--- src/rtl/seg7_pkg.sv ---
// Shared types and constants for the registered hex to 7-segment decoder.
// Segment vectors are ordered {A,B,C,D,E,F,G}; 1 means the segment is lit.
package seg7_pkg;

  localparam int NIBBLE_W = 4;
  localparam int SEG_W    = 7;

  typedef logic [SEG_W-1:0]    seg_vec_t;
  typedef logic [NIBBLE_W-1:0] nibble_t;

  // Combined LUT result: logical segment pattern plus the A-F flag.
  typedef struct packed {
    seg_vec_t seg;
    logic     alpha;
  } lut_out_t;

  localparam seg_vec_t SEG_BLANK     = '0;
  localparam nibble_t  HEX_ALPHA_MIN = 4'd10;

  localparam seg_vec_t HEX_PATTERNS [16] = '{
    7'b1111110,  // 0
    7'b0110000,  // 1
    7'b1101101,  // 2
    7'b1111001,  // 3
    7'b0110011,  // 4
    7'b1011011,  // 5
    7'b1011111,  // 6
    7'b1110000,  // 7
    7'b1111111,  // 8
    7'b1111011,  // 9
    7'b1110111,  // A
    7'b0011111,  // b
    7'b1001110,  // C
    7'b0111101,  // d
    7'b1001111,  // E
    7'b1000111   // F
  };

  function automatic lut_out_t hex_decode(input nibble_t n);
    lut_out_t r;
    r.seg   = HEX_PATTERNS[n];
    r.alpha = (n >= HEX_ALPHA_MIN);
    return r;
  endfunction

endpackage

--- src/rtl/seg7_lut.sv ---
// Purely combinational nibble -> {logical segments, alpha flag} lookup.
module seg7_lut
  import seg7_pkg::*;
(
  input  logic [3:0] nibble,
  output logic [6:0] seg,
  output logic       alpha
);

  lut_out_t dec;

  always_comb begin
    dec   = hex_decode(nibble);
    seg   = dec.seg;
    alpha = dec.alpha;
  end

endmodule

--- src/rtl/seg7_hex_decoder.sv ---
// Registered hex to 7-segment decoder for one display digit; every output
// comes straight from a flop, so a-d never reach the pins combinationally.
module seg7_hex_decoder
  import seg7_pkg::*;
#(
  parameter bit SEG_ACTIVE_LOW   = 1'b0,
  parameter bit DIGIT_ACTIVE_LOW = 1'b0
) (
  input  logic clk,
  input  logic rst,
  input  logic a,
  input  logic b,
  input  logic c,
  input  logic d,
  output logic A,
  output logic B,
  output logic C,
  output logic D,
  output logic E,
  output logic F,
  output logic G,
  output logic Dp,
  output logic digit
);

  localparam seg_vec_t SEG_INV   = {SEG_W{SEG_ACTIVE_LOW}};
  localparam seg_vec_t SEG_OFF   = SEG_BLANK ^ SEG_INV;
  localparam logic     DP_OFF    = SEG_ACTIVE_LOW;
  localparam logic     DIGIT_OFF = DIGIT_ACTIVE_LOW;
  localparam logic     DIGIT_ON  = ~DIGIT_ACTIVE_LOW;

  logic [3:0] nibble;
  logic [6:0] lut_seg;
  logic       lut_alpha;

  seg_vec_t   seg_d, seg_q;
  logic       dp_d, dp_q;
  logic       digit_d, digit_q;

  assign nibble = {a, b, c, d};

  seg7_lut u_lut (
    .nibble (nibble),
    .seg    (lut_seg),
    .alpha  (lut_alpha)
  );

  // Polarity is applied after decoding so the table stays in logical form.
  always_comb begin
    seg_d   = lut_seg ^ SEG_INV;
    dp_d    = lut_alpha ^ SEG_ACTIVE_LOW;
    digit_d = DIGIT_ON;
  end

  always_ff @(posedge clk or posedge rst) begin
    if (rst) begin
      seg_q   <= SEG_OFF;
      dp_q    <= DP_OFF;
      digit_q <= DIGIT_OFF;
    end else begin
      seg_q   <= seg_d;
      dp_q    <= dp_d;
      digit_q <= digit_d;
    end
  end

  assign {A, B, C, D, E, F, G} = seg_q;
  assign Dp    = dp_q;
  assign digit = digit_q;

endmodule

--- config.mk ---
export PLATFORM = sky130hd
export DESIGN_NAME = seg7_hex_decoder
export DESIGN_NICKNAME = d
export VERILOG_FILES = /design/src/rtl/seg7_pkg.sv /design/src/rtl/seg7_lut.sv /design/src/rtl/seg7_hex_decoder.sv
export SDC_FILE = /design/constraint.sdc
export NUM_CORES = 1
export LEC_CHECK = 0
export BUFFER_PORTS_ARGS = -buffer_cell sky130_fd_sc_hd__buf_2
export CORE_AREA = 2 2 39 41
export DETAILED_ROUTE_END_ITERATION = 8
export DIE_AREA = 0 0 41 43
export HOLD_SLACK_MARGIN = 0.1
export MAX_ROUTING_LAYER = met4
export PLACE_DENSITY = 0.69
export SKIP_CTS_REPAIR_TIMING = 1
export SLEW_MARGIN = 40
export SYNTH_ARGS = -nofsm -noshare
export SYNTH_HDL_FRONTEND = slang
export SYNTH_HIERARCHICAL = 1
export SYNTH_SLANG_ARGS = --single-unit
--- constraint.sdc ---
create_clock -name clk -period 0.8 [get_ports clk]
set_clock_uncertainty 0.15 [all_clocks]
set_input_delay 0 -clock clk [delete_from_list [all_inputs] [get_ports clk]]
set_output_delay 0 -clock clk [all_outputs]
set_load 0.005 [all_outputs]
Yosys cells after proc, flatten, opt, wreduce, memory -nomap -nowiden
Memory sizes are Yosys's and may differ from the RTL's. A register that Yosys moved wholly into a read port is not among the register bits. Cells that the tools add are included.

Register bits after elaboration: 2. Latch bits: 0. Bits in writable memories: 0. ROM bits: 112. Output and inout port bits: 9. Memories kept: 1.

Add/sub/neg operators: 0. $mul: 0. Divide/modulo/power cells: 0. Order comparisons: 1. Equality and inequality tests: 0. Shift operators: 0. Multiplexer cells: 0. Bitwise gates (word level): 1. Reductions and logical operators: 0.

Memories: (no name shown) (words 16, width 7, rd ports 1, clocked after Yosys merged registers in 1, write ports 0, line seg7_pkg.sv:41) `r.seg = HEX_PATTERNS[n];`.

Operator list (number): NOT 4 -> 5 bit (1); >= comparator 4 bit (second input constant) (1).

Logic depth before layout (Yosys ltp)
Gate-level depths: netlist (run 1).

Depth in word-level cells: 1. Gate-level depth with buffers: 4.

By module
Netlist (run 1), hierarchy kept.

By module, submodules not included: seg7_lut (instances 1, cells an instance 34, area an instance 291.5 µm², sequential area each 0.0 µm²); seg7_hex_decoder (instances 1, cells an instance 11, area an instance 232.7 µm², sequential area each 225.2 µm²).

Least setup slack after synthesis (run 1)
No wires, ideal clock.

Path type: input -> register. Start: input c. End: register seg_q[3]. Arrival time: 0.783 ns. Required time: 0.512 ns. Path slack: -0.271 ns. Stages: 4. Cells stage by stage: inv_1 -> ha_1 -> inv_1 -> mux4_2.

Cells in the longest elaborated chain, start to end: 1.

Ends and longest elaborated chain: from (decl) (line seg7_hex_decoder.sv:13) `input logic c,`; NOT 4 -> 5 bit (not written as such) (line seg7_pkg.sv:41); to (decl) (line seg7_hex_decoder.sv:36) `seg_vec_t seg_d, seg_q;`.

Every way passes these cells.

Worst setup path after layout (run 1)
Start: register seg_q[3]. End: output D.

RTL lines: to (decl) (line seg7_hex_decoder.sv:18) `output logic D,`.

No word-level cell between the ends.

==> run summary, run 1 <==
Outcome -> complete, but fails checks
Failing checks -> hold timing, setup timing
MaxCap Viol Count -> 0
Core Region -> 1380 um2
Largest area contributor in the netlist -> dfrtp_1
Commonest non-fill, non-tap cell in the layout -> buf_2
Number of detailed-route iterations in the first pass -> 2
Via/cell ratio -> 4.69
P_leak -> 0.380 nW
Initial antenna violation count -> 0
CP max FO -> 1
Share of cells above drive strength 1 -> 58.3%
Total power per unit cell area -> 1340 nW/um2
Top post-synthesis cells by area -> dfrtp_1, ha_1, mux2_2
Setup WS post-layout -> -0.0764 ns
Crit path max-delay cell type -> dfrtp_1
Die ar. -> 1760 um2
Via count -> 413
Area of the mapped netlist -> 524 um2
Final Instance Area -> 833 um2
WL final -> 934 um
Syn avg cell area -> 11.7 um2
Post-synth cell types -> 20
Syn Nets -> 58
Number of nets with antenna violations after routing -> 0
Final worst-path cycle share -> 110%
Final Max Tran Viols -> 0
IO Count -> 15
CTS tree -> yes
Max incr delay on CP -> 0.36 ns
Sink Count -> 9
DR WL/cell -> 10.6 um
VDD IR max -> 0.000574 V
First-pass GRT wire length -> 1.56 mm
Clock-pin slew on the worst setup and hold paths -> 0.05 ns
# rows -> 14
Initial Util -> 37.9%
Fmax -> 1140 MHz
Crit path DAT -> 0.73 ns
Total track usage -> 13.3%
Worst Hold Depth -> 3
Area growth syn-to-layout -> 58.9%
Worst-path cell chain -> buf_2
Via count of the first global-routing pass -> 400
Nets -> 86
Synthesis Warnings -> 6
DP HPWL -> 794 um
Post-route core utilization -> 60.2%
Tmin final -> 0.876 ns
Largest net degree at the start of global routing -> 10
Hold Startpoint -> b
Synth top area share -> 43.0%
Total grt overflow -> 0
Commonest cells after routing, fill and taps aside -> buf_2, dfrtp_1, buf_4
Endpoints failing setup -> 10
Hold WC Path Type -> in2reg
DR iter-0 viols -> 1
Die width -> 41 um
Root Buffer -> clkbuf_4
RSZ-0062 raised after global routing -> yes
Worst path bufs/invs -> 1
Worst path top cell family by delay -> flip-flops
CTS max path bufs -> 2
# H-tree levels -> 1
Post-Syn Instances -> 45
DRC -> 0
Gpl congestion -> 0.780
WHS Endpoint -> seg_q[1]
CTS Buf Count -> 3
# diodes -> 0
CP Launch Type -> flop
Register area share after synthesis -> 43.0%
Seq cells post-synth -> 9
Area post-placement -> 743 um2
Crit path launch -> seg_q[3]
Hold WS -> -0.0198 ns
Hold Fails Final Rpt -> 4
Die H -> 43 um
Crit path kind -> reg2out
Worst Setup End Kind -> output pin
Port Buffers -> 14
Critical path required time -> 0.65 ns
-- layer usage --
layer | share of wire (%) | up-vias | GRT usage (%)
met5 | 0 | - | -
met4 | 2.7 | 0 | 10.7
met3 | 7.6 | 4 | 2.09
met2 | 54 | 16 | 21.3
met1 | 35 | 190 | 13.1
li1 | - | 203 | -
-- logic make-up (layout without fill, tap and decap cells) --
logic type                 count (synthesis)  after routing  share of synthesized area, %
DFF                                        9              9                          43.0
buffers and inverters                      9             36                          9.07
adders and majority gates                  7              7                          16.7
AOI/OAI and AO/OA                          7              7                          10.0
muxes                                      6              6                          14.6
and+or+nand+nor                            6              6                          5.97
other                                      1              1                         0.715
-- synth_stat cells (all sizes together) --
library cell  count
a21oi             1
a22oi             2
nor3              1
nor2b             2
dfrtp             9
mux2              3
ha                7
conb              1
mux4              1
nand2b            1
inv               7
a32oi             1
o31ai             1
nor2              2
buf               2
a21o              1
o31a              1
mux2i             2
-- power by group --
part | internal [mW] | switching, mW
registers | 0.491 | 0.00713
logic | 0.163 | 0.132
clock network | 0.191 | 0.134
-- worst max-delay path by stage --
stage	endpoint	slack (ns)	cells after the start
2_1_floorplan	seg_q[3]	-0.15	3
3_3_place_gp	seg_q[3]	-0.41	4
3_5_place_dp	seg_q[3]	-0.45	4
4_1_cts	seg_q[3]	-0.18	4
5_1_grt	D	-0.12	1
6_report	D	-0.08	1
-- sequential cells by signal, indices dropped and copies added, names as in the netlist --
| signal | count |
|---|---|
| seg_q | 7 |
| Dp | 1 |
| digit | 1 |
-- tightest hold or removal path, cell delays in order --
cell and delay, ns:
buf_2 0.11, buf_4 0.17, a21oi_2 0.06
-- layout make-up --
class | count | area [um2]
inverters | 7 | 48.8
clock buffers | 4 | 26.3
well taps | 16 | 20.0
multi-input cells | 27 | 320
repair buffers | 25 | 193
flip-flops and latches | 9 | 225
fillers | 115 | 551
-- per-stage QoR --
step / total power [mW] / TNS (ns) / instances / setup slack, ns
floorplan: 0.645 / -0.151 / 45 / -0.151
global placement: 0.762 / -2.59 / 83 / -0.414
detailed placement: 0.770 / -2.69 / 83 / -0.450
CTS: 1.11 / -1.34 / 87 / -0.184
global route: 1.19 / -1.02 / 88 / -0.118
finish: 1.12 / -0.666 / 88 / -0.0764
Power figures use the tool's default switching activity.
==> run 2: changes to the inputs <==
--- a/config.mk
+++ b/config.mk
@@ -11,10 +11,9 @@
 export DIE_AREA = 0 0 41 43
 export HOLD_SLACK_MARGIN = 0.1
 export MAX_ROUTING_LAYER = met4
-export PLACE_DENSITY = 0.69
+export PLACE_DENSITY = 0.7
 export SKIP_CTS_REPAIR_TIMING = 1
 export SLEW_MARGIN = 40
 export SYNTH_ARGS = -nofsm -noshare
 export SYNTH_HDL_FRONTEND = slang
-export SYNTH_HIERARCHICAL = 1
 export SYNTH_SLANG_ARGS = --single-unit
==> run summary, run 2 <==
Pwr Total -> 1.15 mW (+3.3%)
Post-synth EDFFs -> 0 (unchanged)
Die ar. -> 1760 um2 (unchanged)
Hold Fails Final Rpt -> 5 (+1)
Area of the mapped netlist -> 532 um2 (+1.4%)
Outcome -> complete, but fails checks
Sequential power share -> 43.2% (-1.4 points)
Largest net degree at the start of global routing -> 11 (+1)
CP Launch Type -> flop
Setup WS post-layout -> -0.0933 ns (-0.0170 ns)
Syn avg cell area -> 11.6 um2 (-0.77%)
Via count -> 439 (+6.3%)
CTS max path bufs -> 2 (unchanged)
WL final -> 1.07 mm (+14%)
Total grt overflow -> 0 (unchanged)
Main synth FF type -> dfrtp_1
Commonest cells after routing, fill and taps aside -> buf_2, buf_4, dfrtp_1
Top reg by flops -> seg_q
Post-synth cell types -> 23 (+15%)
Met1 Routed Length -> 372 um (+14%)
Endpoints failing setup -> 11 (+1)
Fmax -> 1120 MHz (-1.9%)
MaxCap Viol Count -> 0 (unchanged)
CTS tree -> yes
Sink Count -> 9 (unchanged)
First-pass GRT wire length -> 1.66 mm (+6.2%)
Most frequent cell after synthesis -> dfrtp_1
Die H -> 43 um (unchanged)
Worst path top cell family by delay -> flip-flops
Root Buffer -> clkbuf_4
Syn Nets -> 59 (+1.7%)
Switch share -> 25.8% (+1.3 points)
Clock-pin slew on the worst setup and hold paths -> 0.06 ns (about the same)
Register area share after synthesis -> 42.4% (-0.61 points)
Total power per unit cell area -> 1330 nW/um2 (-1.2%)
Met3 routed WL -> 74 um (+4.2%)
Final Max Tran Viols -> 0 (unchanged)
# diodes -> 0 (unchanged)
Clk pwr share -> 29.6% (+0.6 points)
Number of nets with antenna violations after routing -> 0 (unchanged)
# rows -> 14 (unchanged)
Worst-path cell chain -> buf_2
Seq cells post-synth -> 9 (unchanged)
Area post-placement -> 778 um2 (+4.7%)
Switching power -> 0.297 mW (+9.0%)
DP HPWL -> 850 um (+7.1%)
Fill cells -> 119 (+3.5%)
Via count of the first global-routing pass -> 405 (+1.3%)
Gpl congestion -> 0.814 (+4.5%)
TNS Setup -> -0.794 ns (-0.128 ns)
Hold WS -> -0.0657 ns (-0.0459 ns)
Crit path launch -> seg_q[3]
Final Instance Area -> 871 um2 (+4.5%)
Synth top area share -> 42.4% (-0.61 points)
VDD IR max -> 0.000502 V (-12%)
Number of detailed-route iterations in the first pass -> 4 (+2)
Top post-synthesis cells by area -> dfrtp_1, ha_1, inv_1
Via/cell ratio -> 4.77 (+1.7%)
Worst path bufs/invs -> 1 (unchanged)
Max incr delay on CP -> 0.37 ns (about the same)
DR WL/cell -> 11.6 um (+9.2%)
Die width -> 41 um (unchanged)
Synth top cells by count -> dfrtp_1, ha_1, inv_1
Post-Syn Instances -> 46 (+2.2%)
Failing checks -> hold timing, setup timing
DRC -> 0 (unchanged)
Async SR Flop Fraction -> 100% (unchanged)
CTS Buf Count -> 3 (unchanged)
Crit path DAT -> 0.74 ns (about the same)
Hold WC Path Type -> in2reg
Placed insts -> 87 (+4.8%)
Worst setup path endpoint -> D
Nets -> 90 (+4.7%)
Area growth syn-to-layout -> 63.8%
Int Pwr -> 0.856 mW (+1.5%)
Crit path max-delay cell type -> dfrtp_1
Core Region -> 1380 um2 (unchanged)
Initial Util -> 38.4% (+0.54 points)
WP depth -> 1 (unchanged)
CP max FO -> 1 (unchanged)
Met2 routed WL -> 598 um (+17%)
Share of cells above drive strength 1 -> 57.9% (-0.44 points)
Worst Setup End Kind -> output pin
Port Buffers -> 14 (unchanged)
# H-tree levels -> 1 (unchanged)
Initial antenna violation count -> 0 (unchanged)
Crit path kind -> reg2out
DR top layer -> met4
Combinational fraction of design power -> 27.2% (+0.8 points)
IO Count -> 15 (unchanged)
Finished Layout Cells -> 92 (+4.5%)
Largest area contributor in the netlist -> dfrtp_1
Number of flip-flops under the largest register name -> 7 (unchanged)
P_leak -> 0.399 nW (+4.9%)
Post-Place Setup Slack -> -0.443 ns (+0.00683 ns)
RSZ-0062 raised after global routing -> yes
Tmin final -> 0.893 ns (+0.0170 ns)
Post-route core utilization -> 62.9% (+2.7 points)
DR iter-0 viols -> 6 (+5)
Total track usage -> 14.7% (+1.4 points)
Critical path required time -> 0.65 ns (about the same)
Final worst-path cycle share -> 112% (+2.1 points)
Synthesis Warnings -> 0 (-6)
## run 2: final cells by class
cell class | count | area (um2) | share of cell area (%)
Clock buffer | 4 | 26.3 | 3.02
Inverter | 7 | 51.3 | 5.89
Multi-Input combinational cell | 28 | 337 | 38.6
Sequential cell | 9 | 225 | 25.9
Tap cell | 16 | 20.0 | 2.30
Timing Repair Buffer | 28 | 211 | 24.3
## run 2: kinds of logic after synthesis
| group | synth area share [%] |
|---|---|
| flops | 42.4 |
| buf+inv | 8.47 |
| compound gates | 12.7 |
| simple gates | 9.18 |
| fa+ha+maj | 16.5 |
| mux | 8.47 |
| other cells | 0.705 |
| xor+xnor | 1.65 |
## run 2: power groups by stage
stage               Clock (mW)  Sequential [mW]  Combinational (mW)
detailed placement           0            0.508               0.279
CTS                      0.356            0.499               0.280
finish                   0.342            0.499               0.314
global route             0.368            0.502               0.349
global placement             0            0.505               0.272
floorplan                    0            0.514               0.139
## run 2: routing by layer
layer | up-vias | GRT usage [%]
met2 | 16 | 23.8
met4 | 0 | 12.0
met1 | 208 | 14.4
met3 | 2 | 2.09
li1 | 213 | -
met5 | - | -
## run 2: worst min-delay path by stage
stage | depth (start not counted) | endpoint | startpoint
floorplan | 1 | Dp | rst
global placement | 2 | seg_q[1] | rst
detailed placement | 2 | seg_q[6] | rst
CTS | 2 | seg_q[4] | rst
global route | 3 | seg_q[6] | b
finish | 3 | seg_q[6] | b
